### src/rtl/gain_pkg.sv
`default_nettype none
// +----------------------------------------------------------------------+
// | gain_pkg : shared types/constants for the gain controller & datapath |
// | Rev 1.0                                                              |
// +----------------------------------------------------------------------+
package gain_pkg;

  typedef enum logic [1:0] {
    DB_IDLE    = 2'd0,
    DB_PRESS   = 2'd1,
    DB_HELD    = 2'd2,
    DB_RELEASE = 2'd3
  } db_state_e;

  typedef logic [1:0] level_t;

  localparam level_t LEVEL_MIN = 2'd0;
  localparam level_t LEVEL_MAX = 2'd3;

  // Moves one level toward tgt; never wraps across the MIN/MAX boundary.
  function automatic level_t step_toward(input level_t cur, input level_t tgt);
    if ((cur < tgt) && (cur != LEVEL_MAX)) return cur + 2'd1;
    if ((cur > tgt) && (cur != LEVEL_MIN)) return cur - 2'd1;
    return cur;
  endfunction

endpackage
`default_nettype wire

### src/rtl/btn_debounce.sv
`default_nettype none
// +----------------------------------------------------------------------+
// | btn_debounce : 2-flop sync + debounce FSM, one press pulse per press |
// | Macro GAIN_LONG_PRESS_EN adds a one-shot long-hold pulse.  Rev 1.0   |
// +----------------------------------------------------------------------+
module btn_debounce
  import gain_pkg::*;
#(
  parameter int DEBOUNCE_CYCLES = 50000
`ifdef GAIN_LONG_PRESS_EN
  , parameter int LONG_CYCLES = 1000000
`endif
) (
  input  logic clk_i,
  input  logic rst_ni,
  input  logic button_i,
  output logic press_o
`ifdef GAIN_LONG_PRESS_EN
  , output logic long_o
`endif
);

  localparam int DW = (DEBOUNCE_CYCLES > 1) ? $clog2(DEBOUNCE_CYCLES) : 1;
  localparam logic [DW-1:0] c_db_last = DW'(DEBOUNCE_CYCLES - 1);

  logic [1:0]    sync_q;
  logic          btn_s;
  db_state_e     state_q, state_d;
  logic [DW-1:0] cnt_q, cnt_d;
  logic          press_q, press_d;

`ifdef GAIN_LONG_PRESS_EN
  localparam int LW = (LONG_CYCLES > 1) ? $clog2(LONG_CYCLES) : 1;
  localparam logic [LW-1:0] c_long_last = LW'(LONG_CYCLES - 1);

  logic [LW-1:0] lcnt_q, lcnt_d;
  logic          fired_q, fired_d;
  logic          long_q, long_d;
`endif

  assign btn_s   = sync_q[1];
  assign press_o = press_q;

  always_ff @(posedge clk_i or negedge rst_ni) begin
    if (!rst_ni) begin
      sync_q  <= 2'b00;
      state_q <= DB_IDLE;
      cnt_q   <= '0;
      press_q <= 1'b0;
    end else begin
      sync_q  <= {sync_q[0], button_i};
      state_q <= state_d;
      cnt_q   <= cnt_d;
      press_q <= press_d;
    end
  end

  always_comb begin
    state_d = state_q;
    cnt_d   = cnt_q;
    press_d = 1'b0;
    case (state_q)
      DB_IDLE: begin
        if (btn_s) begin
          state_d = DB_PRESS;
          cnt_d   = '0;
        end
      end
      DB_PRESS: begin
        if (!btn_s) begin
          state_d = DB_IDLE;
        end else if (cnt_q == c_db_last) begin
          state_d = DB_HELD;
          press_d = 1'b1;
        end else begin
          cnt_d = cnt_q + 1'b1;
        end
      end
      DB_HELD: begin
        if (!btn_s) begin
          state_d = DB_RELEASE;
          cnt_d   = '0;
        end
      end
      DB_RELEASE: begin
        if (btn_s) begin
          state_d = DB_HELD;
        end else if (cnt_q == c_db_last) begin
          state_d = DB_IDLE;
        end else begin
          cnt_d = cnt_q + 1'b1;
        end
      end
      default: state_d = DB_IDLE;
    endcase
  end

`ifdef GAIN_LONG_PRESS_EN
  assign long_o = long_q;

  always_ff @(posedge clk_i or negedge rst_ni) begin
    if (!rst_ni) begin
      lcnt_q  <= '0;
      fired_q <= 1'b0;
      long_q  <= 1'b0;
    end else begin
      lcnt_q  <= lcnt_d;
      fired_q <= fired_d;
      long_q  <= long_d;
    end
  end

  // Hold timer restarts only on a freshly accepted press, so a release bounce
  // back into HELD cannot re-arm the one-shot.
  always_comb begin
    lcnt_d  = lcnt_q;
    fired_d = fired_q;
    long_d  = 1'b0;
    if (press_d) begin
      lcnt_d  = '0;
      fired_d = 1'b0;
    end else if ((state_q == DB_HELD) && !fired_q) begin
      if (lcnt_q == c_long_last) begin
        long_d  = 1'b1;
        fired_d = 1'b1;
      end else begin
        lcnt_d = lcnt_q + 1'b1;
      end
    end
  end
`endif

endmodule
`default_nettype wire

### src/rtl/gain_level_ctrl.sv
`default_nettype none
// +----------------------------------------------------------------------+
// | gain_level_ctrl : button-driven 4-level gain target + sample ramp    |
// | Macro GAIN_LONG_PRESS_EN: long hold clears target.  Rev 1.0          |
// +----------------------------------------------------------------------+
module gain_level_ctrl
  import gain_pkg::*;
#(
  parameter int DEBOUNCE_CYCLES = 50000,
  parameter int RAMP_SAMPLES    = 64
`ifdef GAIN_LONG_PRESS_EN
  , parameter int LONG_CYCLES   = 1000000
`endif
) (
  input  logic       clk_i,
  input  logic       rst_ni,
  input  logic       button_i,
  input  logic       sample_strobe_i,
  input  logic       bypass_i,
  output logic [1:0] level_tgt_o,
  output logic [1:0] level_cur_o,
  output logic       apply_strobe_o,
  output logic       ramping_o
);

  localparam int RW = (RAMP_SAMPLES > 1) ? $clog2(RAMP_SAMPLES) : 1;
  localparam logic [RW-1:0] c_rc_last = RW'(RAMP_SAMPLES - 1);

  logic          press;
  level_t        tgt_q, tgt_d;
  level_t        cur_q, cur_d;
  level_t        eff_tgt;
  logic [RW-1:0] rc_q, rc_d;
  logic          apply_q, apply_d;

`ifdef GAIN_LONG_PRESS_EN
  logic long_hold;

  btn_debounce #(
    .DEBOUNCE_CYCLES(DEBOUNCE_CYCLES),
    .LONG_CYCLES    (LONG_CYCLES)
  ) u_debounce (
    .clk_i   (clk_i),
    .rst_ni  (rst_ni),
    .button_i(button_i),
    .press_o (press),
    .long_o  (long_hold)
  );
`else
  btn_debounce #(
    .DEBOUNCE_CYCLES(DEBOUNCE_CYCLES)
  ) u_debounce (
    .clk_i   (clk_i),
    .rst_ni  (rst_ni),
    .button_i(button_i),
    .press_o (press)
  );
`endif

  assign eff_tgt        = bypass_i ? LEVEL_MIN : tgt_q;
  assign level_tgt_o    = tgt_q;
  assign level_cur_o    = cur_q;
  assign apply_strobe_o = apply_q;
  assign ramping_o      = (cur_q != eff_tgt);

  always_ff @(posedge clk_i or negedge rst_ni) begin
    if (!rst_ni) begin
      tgt_q   <= LEVEL_MIN;
      cur_q   <= LEVEL_MIN;
      rc_q    <= '0;
      apply_q <= 1'b0;
    end else begin
      tgt_q   <= tgt_d;
      cur_q   <= cur_d;
      rc_q    <= rc_d;
      apply_q <= apply_d;
    end
  end

  always_comb begin
    tgt_d = tgt_q;
    if (press) begin
      tgt_d = tgt_q + 2'd1;
    end
`ifdef GAIN_LONG_PRESS_EN
    if (long_hold) begin
      tgt_d = LEVEL_MIN;
    end
`endif
  end

  // Steps read the registered target, so a press landing on a step cycle is
  // only seen at the following step.
  always_comb begin
    cur_d   = cur_q;
    rc_d    = rc_q;
    apply_d = 1'b0;
    if (sample_strobe_i) begin
      if ((rc_q == c_rc_last) && (cur_q != eff_tgt)) begin
        cur_d   = step_toward(cur_q, eff_tgt);
        apply_d = 1'b1;
        rc_d    = '0;
      end else if (rc_q != c_rc_last) begin
        rc_d = rc_q + 1'b1;
      end
    end
  end

endmodule
`default_nettype wire

### config.mk
export PLATFORM = sky130hd
export DESIGN_NAME = gain_level_ctrl
export DESIGN_NICKNAME = d
export VERILOG_FILES = /design/src/rtl/gain_pkg.sv /design/src/rtl/btn_debounce.sv /design/src/rtl/gain_level_ctrl.sv
export SDC_FILE = /design/constraint.sdc
export NUM_CORES = 1
export LEC_CHECK = 0
export BUFFER_PORTS_ARGS = -buffer_cell sky130_fd_sc_hd__buf_2
export CAP_MARGIN = 20
export CORE_UTILIZATION = 25
export CTS_CLUSTER_DIAMETER = 100
export DETAILED_ROUTE_END_ITERATION = 10
export SLEW_MARGIN = 20
export SYNTH_ARGS = -nofsm -noshare
export SYNTH_HDL_FRONTEND = slang
export SYNTH_SLANG_ARGS = --single-unit
### constraint.sdc
create_clock -name clk_i -period 2.2 [get_ports clk_i]
set_clock_uncertainty 0.15 [all_clocks]
set_input_delay 0.22 -clock clk_i [delete_from_list [all_inputs] [get_ports clk_i]]
set_output_delay 0.22 -clock clk_i [all_outputs]
set_load 0.1 [all_outputs]
After elaboration in Yosys (flattened, before gate mapping)
Index checks and enable logic that the tools add are counted.
{"block": "word_totals", "latch_bits": 0, "ram_bits": 0, "rom_bits": 0, "register_bits": 32, "mem_count": 0, "word_cells": 72}
{"block": "classes", "addsub": 5, "shifts": 0, "bitwise_logic": 0, "magnitude_cmp": 2, "n_div": 0, "eq_ne": 14, "n_mul": 0, "reduce_logical": 11, "mux": 32}
{"op": "$mux 16", "n": 5}
{"op": "$pmux 16 s4", "n": 1}
{"op": "$mux 2", "n": 11}
{"op": "$add 16x1->16 const B", "n": 1}
{"op": "$eq 16x16->1 const B", "n": 1}
{"op": "$mux 1", "n": 12}
{"op": "$mux 6", "n": 2}
{"op": "$pmux 2 s4", "n": 1}
{"op": "$reduce_and 4->1", "n": 2}
{"op": "$add 6x1->6 const B", "n": 1}
{"op": "$eq 6x6->1 const B", "n": 1}
{"op": "$ne 2x2->1 const B", "n": 3}
{"op": "$ne 6x6->1 const B", "n": 1}
{"op": "$reduce_bool 2->1", "n": 3}
{"op": "$add 2x1->2 const B", "n": 2}
{"op": "$eq 2x2->1 const B", "n": 2}
{"op": "$ne 2x1->1 const B", "n": 2}
{"op": "$logic_and 1x1->1", "n": 3}
{"op": "$ne 3x1->1 const B", "n": 1}
{"op": "$ne 3x3->1 const B", "n": 1}
{"op": "$reduce_and 3->1", "n": 1}
{"op": "$eq 2x1->1 const B", "n": 1}
{"op": "$gt 2x2->1", "n": 1}
{"op": "$logic_not 2->1", "n": 1}
{"op": "other kinds (4)", "n": 4}

Depth between registers and ports, before layout
{"block": "logic_depth", "depth_word": 11, "depth_mapped": 7, "mapped_depth_nobuf": 7}

Modules after synthesis
From an unflattened synthesis, not the netlist that was laid out.
{"block": "unflattened", "hier_cells": 191, "area_unflattened_um2": 1894.3}
{"mod": "btn_debounce", "cells_each": 126, "instances": 1, "area_per_inst_um2": 1244.9, "seq_area_each_um2": 525.5}
{"mod": "gain_level_ctrl", "cells_each": 65, "instances": 1, "area_per_inst_um2": 649.4, "seq_area_each_um2": 275.3}

Worst setup path after synthesis
Ideal clock, no wire load.
{"block": "synth_path", "path_type": "register -> register", "start": "register cur_q[0] (netlist: level_cur_o[0])", "end": "register rc_q[1]", "setup_ps": 125, "path_buffers": 0, "arrival_time_ps": 2811, "stages_incl_launch_ff": 6, "required_ps": 1925, "slack_ps": -885, "synth_period_minus_slack_ps": 3085, "path_cell_list": "dfrtp_1 -> inv_1 -> ha_1 -> nand2_1 -> o31a_1 -> mux2_2"}
{"block": "synth_via", "elab_chain_cells": 4, "word_cells_on_any_way": 5, "cone_classes": "eq/ne (1); mux (1); reduce/logical (3)"}
{"element": "start, declared", "line_no": "gain_level_ctrl.sv:31", "source": "level_t cur_q, cur_d;"}
{"element": "start signal, assigned", "line_no": "gain_level_ctrl.sv:74", "source": "cur_q <= cur_d;"}
{"element": "$ne 2x2->1 *"}
{"element": "named net ramping_o", "line_no": "gain_level_ctrl.sv:23", "source": "output logic ramping_o"}
{"element": "$logic_and 1x1->1 *", "line_no": "gain_level_ctrl.sv:99", "source": "if ((rc_q == c_rc_last) && (cur_q != eff_tgt)) begin"}
{"element": "$reduce_bool 2->1 (no source line)"}
{"element": "$reduce_and 2->1 (no source line)"}
{"element": "end signal, assigned", "line_no": "gain_level_ctrl.sv:75", "source": "rc_q <= rc_d;"}
{"element": "end, declared", "line_no": "gain_level_ctrl.sv:33", "source": "logic [RW-1:0] rc_q, rc_d;"}
Mark *: on every way through the listed nets, which the timed path passes. The rest lies on a longest branch.
A chain may end at the register's enable or synchronous reset.

Worst setup path after layout
{"block": "layout_path", "start": "register u_debounce.cnt_q[5]", "end": "register u_debounce.cnt_q[12]"}
{"block": "layout_via", "elab_chain_cells": 4, "word_cells_on_any_way": 6, "cone_classes": "add/sub (1); eq/ne (1); mux (4)"}
{"element": "start, declared", "line_no": "btn_debounce.sv:29", "source": "logic [DW-1:0] cnt_q, cnt_d;"}
{"element": "start signal, assigned", "line_no": "btn_debounce.sv:53", "source": "cnt_q <= cnt_d;"}
{"element": "$add 16x1->16 or $eq 16x16->1 (tied branches)"}
{"element": "$mux 16 *", "line_no": "btn_debounce.sv:72, btn_debounce.sv:88"}
{"element": "$mux 16 (on tied branches)", "line_no": "btn_debounce.sv:86, btn_debounce.sv:70"}
{"element": "$pmux 16 s4 *", "line_no": "btn_debounce.sv:62", "source": "case (state_q)"}
Every way passes the cells marked *; elsewhere a longest branch is shown, timed or not. The select of a mux whose other input is x is not followed.

==> results.md <==
* Least-Margin Pin Slew at 0.717 ns
* Routed wire length per instance at 14.0 um
* First-pass iteration count of the detailed router at 4
* Antenna diodes at 0
* Multiplexer fraction of the synthesized cell area at 0.0347
* Worst-path fanout max at 10
* Placeable core region at 0.00687 sq mm
* Compound-cell area share of the yosys netlist at 0.139
* Vias at 1557
* Ports placed on the boundary at 11
* CTS clock-pin slew for the worst setup and hold paths at 0.07 ns
* Routed wire length at 4240 um
* Combinational family with the most area after synthesis: simple AND/OR/NAND/NOR gates
* Worst reg2reg setup slack at 0.07 ns
* Share of synthesized registers carrying an async set or reset at 1.00
* Vias in the first global route at 1508
* Startpoint of the most critical setup path: u_debounce.cnt_q[5]
* Fin crit share at 0.970
* Average instance area after synthesis at 10.0 sq um
* Largest voltage drop on the vdd net at 241 uV
* Synth Warn # at 0
* Area of the die at 0.00755 sq mm
* Clock insertion delay at the later pin of the skew report at 0.29 ns
* # clock sinks at 32
* Post-synthesis instance area at 0.00180 sq mm
* Post-synthesis net count at 191
* Commonest cells in the netlist: 32 x sky130_fd_sc_hd__dfrtp_1, 14 x sky130_fd_sc_hd__nand2_1, 13 x sky130_fd_sc_hd__nand3_1
* DR DRC count at 0
* Simple-gate portion of the synthesized area at 0.253
* Layout cell share with drive strength beyond 1 at 0.246
* Number of cells after detailed placement at 291
* Post-synth EDFFs at 0
* Leakage power figure at 0.960 nW
* WS Path Type: reg -> reg
* Sequential area share after synthesis at 0.444
* Area contributors post-synth: sky130_fd_sc_hd__dfrtp_1 44%, sky130_fd_sc_hd__a31oi_1 4.2%, sky130_fd_sc_hd__ha_1 4.2%
* Adder-cell area share of the yosys netlist at 0.0417
* Cts bufs inserted at 5
* Initial core utilization at 0.262
* Cell count after synthesis at 180
* Cell chosen for the clock root: sky130_fd_sc_hd__clkbuf_8
* Reported max-cap violation count at 0
* Final critical path time including I/O delays and setup at 2.13 ns
* Final count of negative-setup-slack endpoints at 0
* Path type of the worst min-delay path: in -> reg
* Number of max-slew violations in the final report at 0
* Flops & latches, synth at 32
* Synth Area in XOR/XNOR at 0.0389
* PwrDens at 660 mW/mm^2
* Most common cell in the netlist: sky130_fd_sc_hd__dfrtp_1
* Setup crit start kind: flop
* Reg2reg start: u_debounce.cnt_q[5]
* Post-detailed-route via-to-cell ratio at 5.14
* Die H at 86.9 um
* Global-route wire length before repair at 7140 um
* Bufs on Longest Clock Path at 2
* Number of antenna violations at the first check in global routing at 0
* Deepest level of the CTS H-tree at 2
* Util after Layout at 0.327
* Number of cells traversed by the worst register-to-register path at 4
* Setup crit end: u_debounce.cnt_q[12]
* Total gr overflow at 0
* Final ANT Viol Nets at 0
* Area growth from synthesis to final layout at 24.8%
* Ys flop type: sky130_fd_sc_hd__dfrtp_1
* Number of port buffers at 10
* Global routing usage summed across all routing layers at 0.123
* Post-synth top area cell: sky130_fd_sc_hd__dfrtp_1
* Outcome: finished clean
* Routability congestion estimate from global placement at 0.820
* Post-CTS setup-driven buffer insertion count at 0
* Required time at the worst-slack endpoint at 2.22 ns
* Final std cells w/o fill at 303
* Critical Path AT at 2.15 ns
* Detailed placer's ending HPWL at 2840 um
* Destination of the worst register-to-register timing path: u_debounce.cnt_q[12]
* Largest net degree at the start of global routing at 33
* Final hold violations at 0
* Horizontal die dimension at 86.9 um
* Drt initial violations at 143
* Number of nets at the end of the flow at 217
* Upper clock frequency limit at 0.468 GHz
* Share of the synthesized area in the top cell type at 0.444
* Count of different cell masters after synthesis at 41
* Sort of element at the end of the critical path: flop
* Clock tree from TritonCTS: built
* Number of core rows at 30
* Headroom to the max-slew limit at 0.522
cells by family (layout without fill, tap and decap cells):
logic type | count (synthesis) | in the layout
XOR/XNOR | 8 | 8
multiplexers | 6 | 6
adder cells (fa/ha/maj) | 6 | 6
buffers and inverters | 17 | 42
AO/OA/AOI/OAI | 37 | 37
flip-flops | 32 | 32
AND/OR/NAND/NOR | 74 | 76
worst max-delay path, stage by stage, from the launching register on:
cell                       delay [ns]
sky130_fd_sc_hd__dfrtp_1         0.39
sky130_fd_sc_hd__or4b_1          0.59
sky130_fd_sc_hd__or4_4           0.67
sky130_fd_sc_hd__nand4_1         0.13
sky130_fd_sc_hd__o211ai_1        0.08
placed cells by master, fill, tap and decap left out, types with 2 or more instances in the layout:
master | synthesis | layout
sky130_fd_sc_hd__dfrtp_1 | 32 | 28
sky130_fd_sc_hd__buf_4 | 1 | 15
sky130_fd_sc_hd__nand3_1 | 13 | 13
sky130_fd_sc_hd__nand4_1 | 12 | 12
sky130_fd_sc_hd__nand2_1 | 14 | 12
sky130_fd_sc_hd__a31oi_1 | 12 | 12
sky130_fd_sc_hd__o21ai_0 | 9 | 9
sky130_fd_sc_hd__buf_2 | 1 | 9
sky130_fd_sc_hd__clkbuf_8 | 0 | 7
sky130_fd_sc_hd__inv_1 | 6 | 6
sky130_fd_sc_hd__and3_1 | 6 | 6
sky130_fd_sc_hd__xnor2_1 | 6 | 6
sky130_fd_sc_hd__ha_1 | 6 | 6
sky130_fd_sc_hd__and4_1 | 5 | 5
sky130_fd_sc_hd__nor2_1 | 4 | 4
sky130_fd_sc_hd__mux2i_1 | 4 | 4
sky130_fd_sc_hd__or4_4 | 1 | 3
sky130_fd_sc_hd__o2bb2ai_1 | 3 | 3
sky130_fd_sc_hd__o211ai_1 | 3 | 3
sky130_fd_sc_hd__dfrtp_4 | 0 | 3
sky130_fd_sc_hd__nand2b_1 | 2 | 2
sky130_fd_sc_hd__or4b_1 | 3 | 2
sky130_fd_sc_hd__nand4b_1 | 2 | 2
sky130_fd_sc_hd__nor3b_1 | 2 | 2
sky130_fd_sc_hd__and2_1 | 2 | 2
sky130_fd_sc_hd__o31ai_1 | 2 | 2
sky130_fd_sc_hd__mux2_2 | 2 | 2
sky130_fd_sc_hd__a41oi_2 | 0 | 2
sky130_fd_sc_hd__xor2_1 | 2 | 2
sky130_fd_sc_hd__or2_2 | 2 | 2
sky130_fd_sc_hd__a41oi_1 | 4 | 2
sky130_fd_sc_hd__dlygate4sd3_1 | 0 | 2
repair_timing:
action	4_1_cts	5_1_grt
resized for setup	1	6
pin swaps	0	2
hold buffers	2	0
endpoints found under the setup margin	7	16
cloned	1	1
hold endpoints to repair	33	0
routing by layer:
metal / GRT usage / routed length (um) / vias up
met4: 0.0409 / 71 / 0
met2: 0.195 / 1970 / 39
li1: - / - / 741
met3: 0.0341 / 195 / 8
met5: 0 / 0 / -
met1: 0.161 / 2010 / 769
where the power goes:
part           total [mW]  switching (mW)  internal (mW)  leakage [nW]
Clock               0.627           0.227          0.400        0.0645
Combinational       0.150          0.0776         0.0728         0.477
Sequential          0.707          0.0621          0.645         0.419
how the worst min path moves through the flow:
stage	start	end	slack [ns]	depth (start not counted)
2_1_floorplan	rst_ni	async pin	-0.23	0
3_3_place_gp	rst_ni	u_debounce.cnt_q[2]	0.18	1
3_5_place_dp	rst_ni	level_tgt_o[1]	0.17	1
4_1_cts	sample_strobe_i	rc_q[0]	0.06	3
5_1_grt	sample_strobe_i	rc_q[0]	0.07	3
6_report	sample_strobe_i	rc_q[0]	0.07	3
state kept, by name (all words and copies together), names as in the netlist, named ones only:
| name | flops |
|---|---|
| u_debounce.sync_q | 2 |
| level_tgt_o | 2 |
| u_debounce.state_q | 1 |
| level_cur_o | 2 |
| apply_strobe_o | 1 |
| u_debounce.cnt_q | 16 |
| u_debounce.press_o | 1 |
| rc_q | 6 |
cell type report:
cell class | instances | area [sq um]
clock buffers | 7 | 96.3
clock inverters | 1 | 30.0
fillers | 686 | 4620
inverters | 7 | 28.8
multi-input cells | 133 | 975
flip-flops and latches | 32 | 813
well taps | 96 | 120
repair buffers | 27 | 185
through the flow:
step / total power, mW / hold slack, ns / setup slack, ns / cell area [sq um] / TNS [ns]
detailed placement: 0.865 / 0.174 / -0.0229 / 2060 / -0.0653
global route: 1.55 / 0.0698 / -0.000798 / 2250 / -0.000798
CTS: 1.50 / 0.0636 / 0.00863 / 2210 / 0
finish: 1.48 / 0.0688 / 0.0652 / 2250 / 0
global placement: 0.857 / 0.176 / 0.0197 / 2060 / 0
floorplan: 0.810 / -0.226 / 0.0107 / 1830 / 0
No activity file was read; power rests on OpenSTA's default activity.
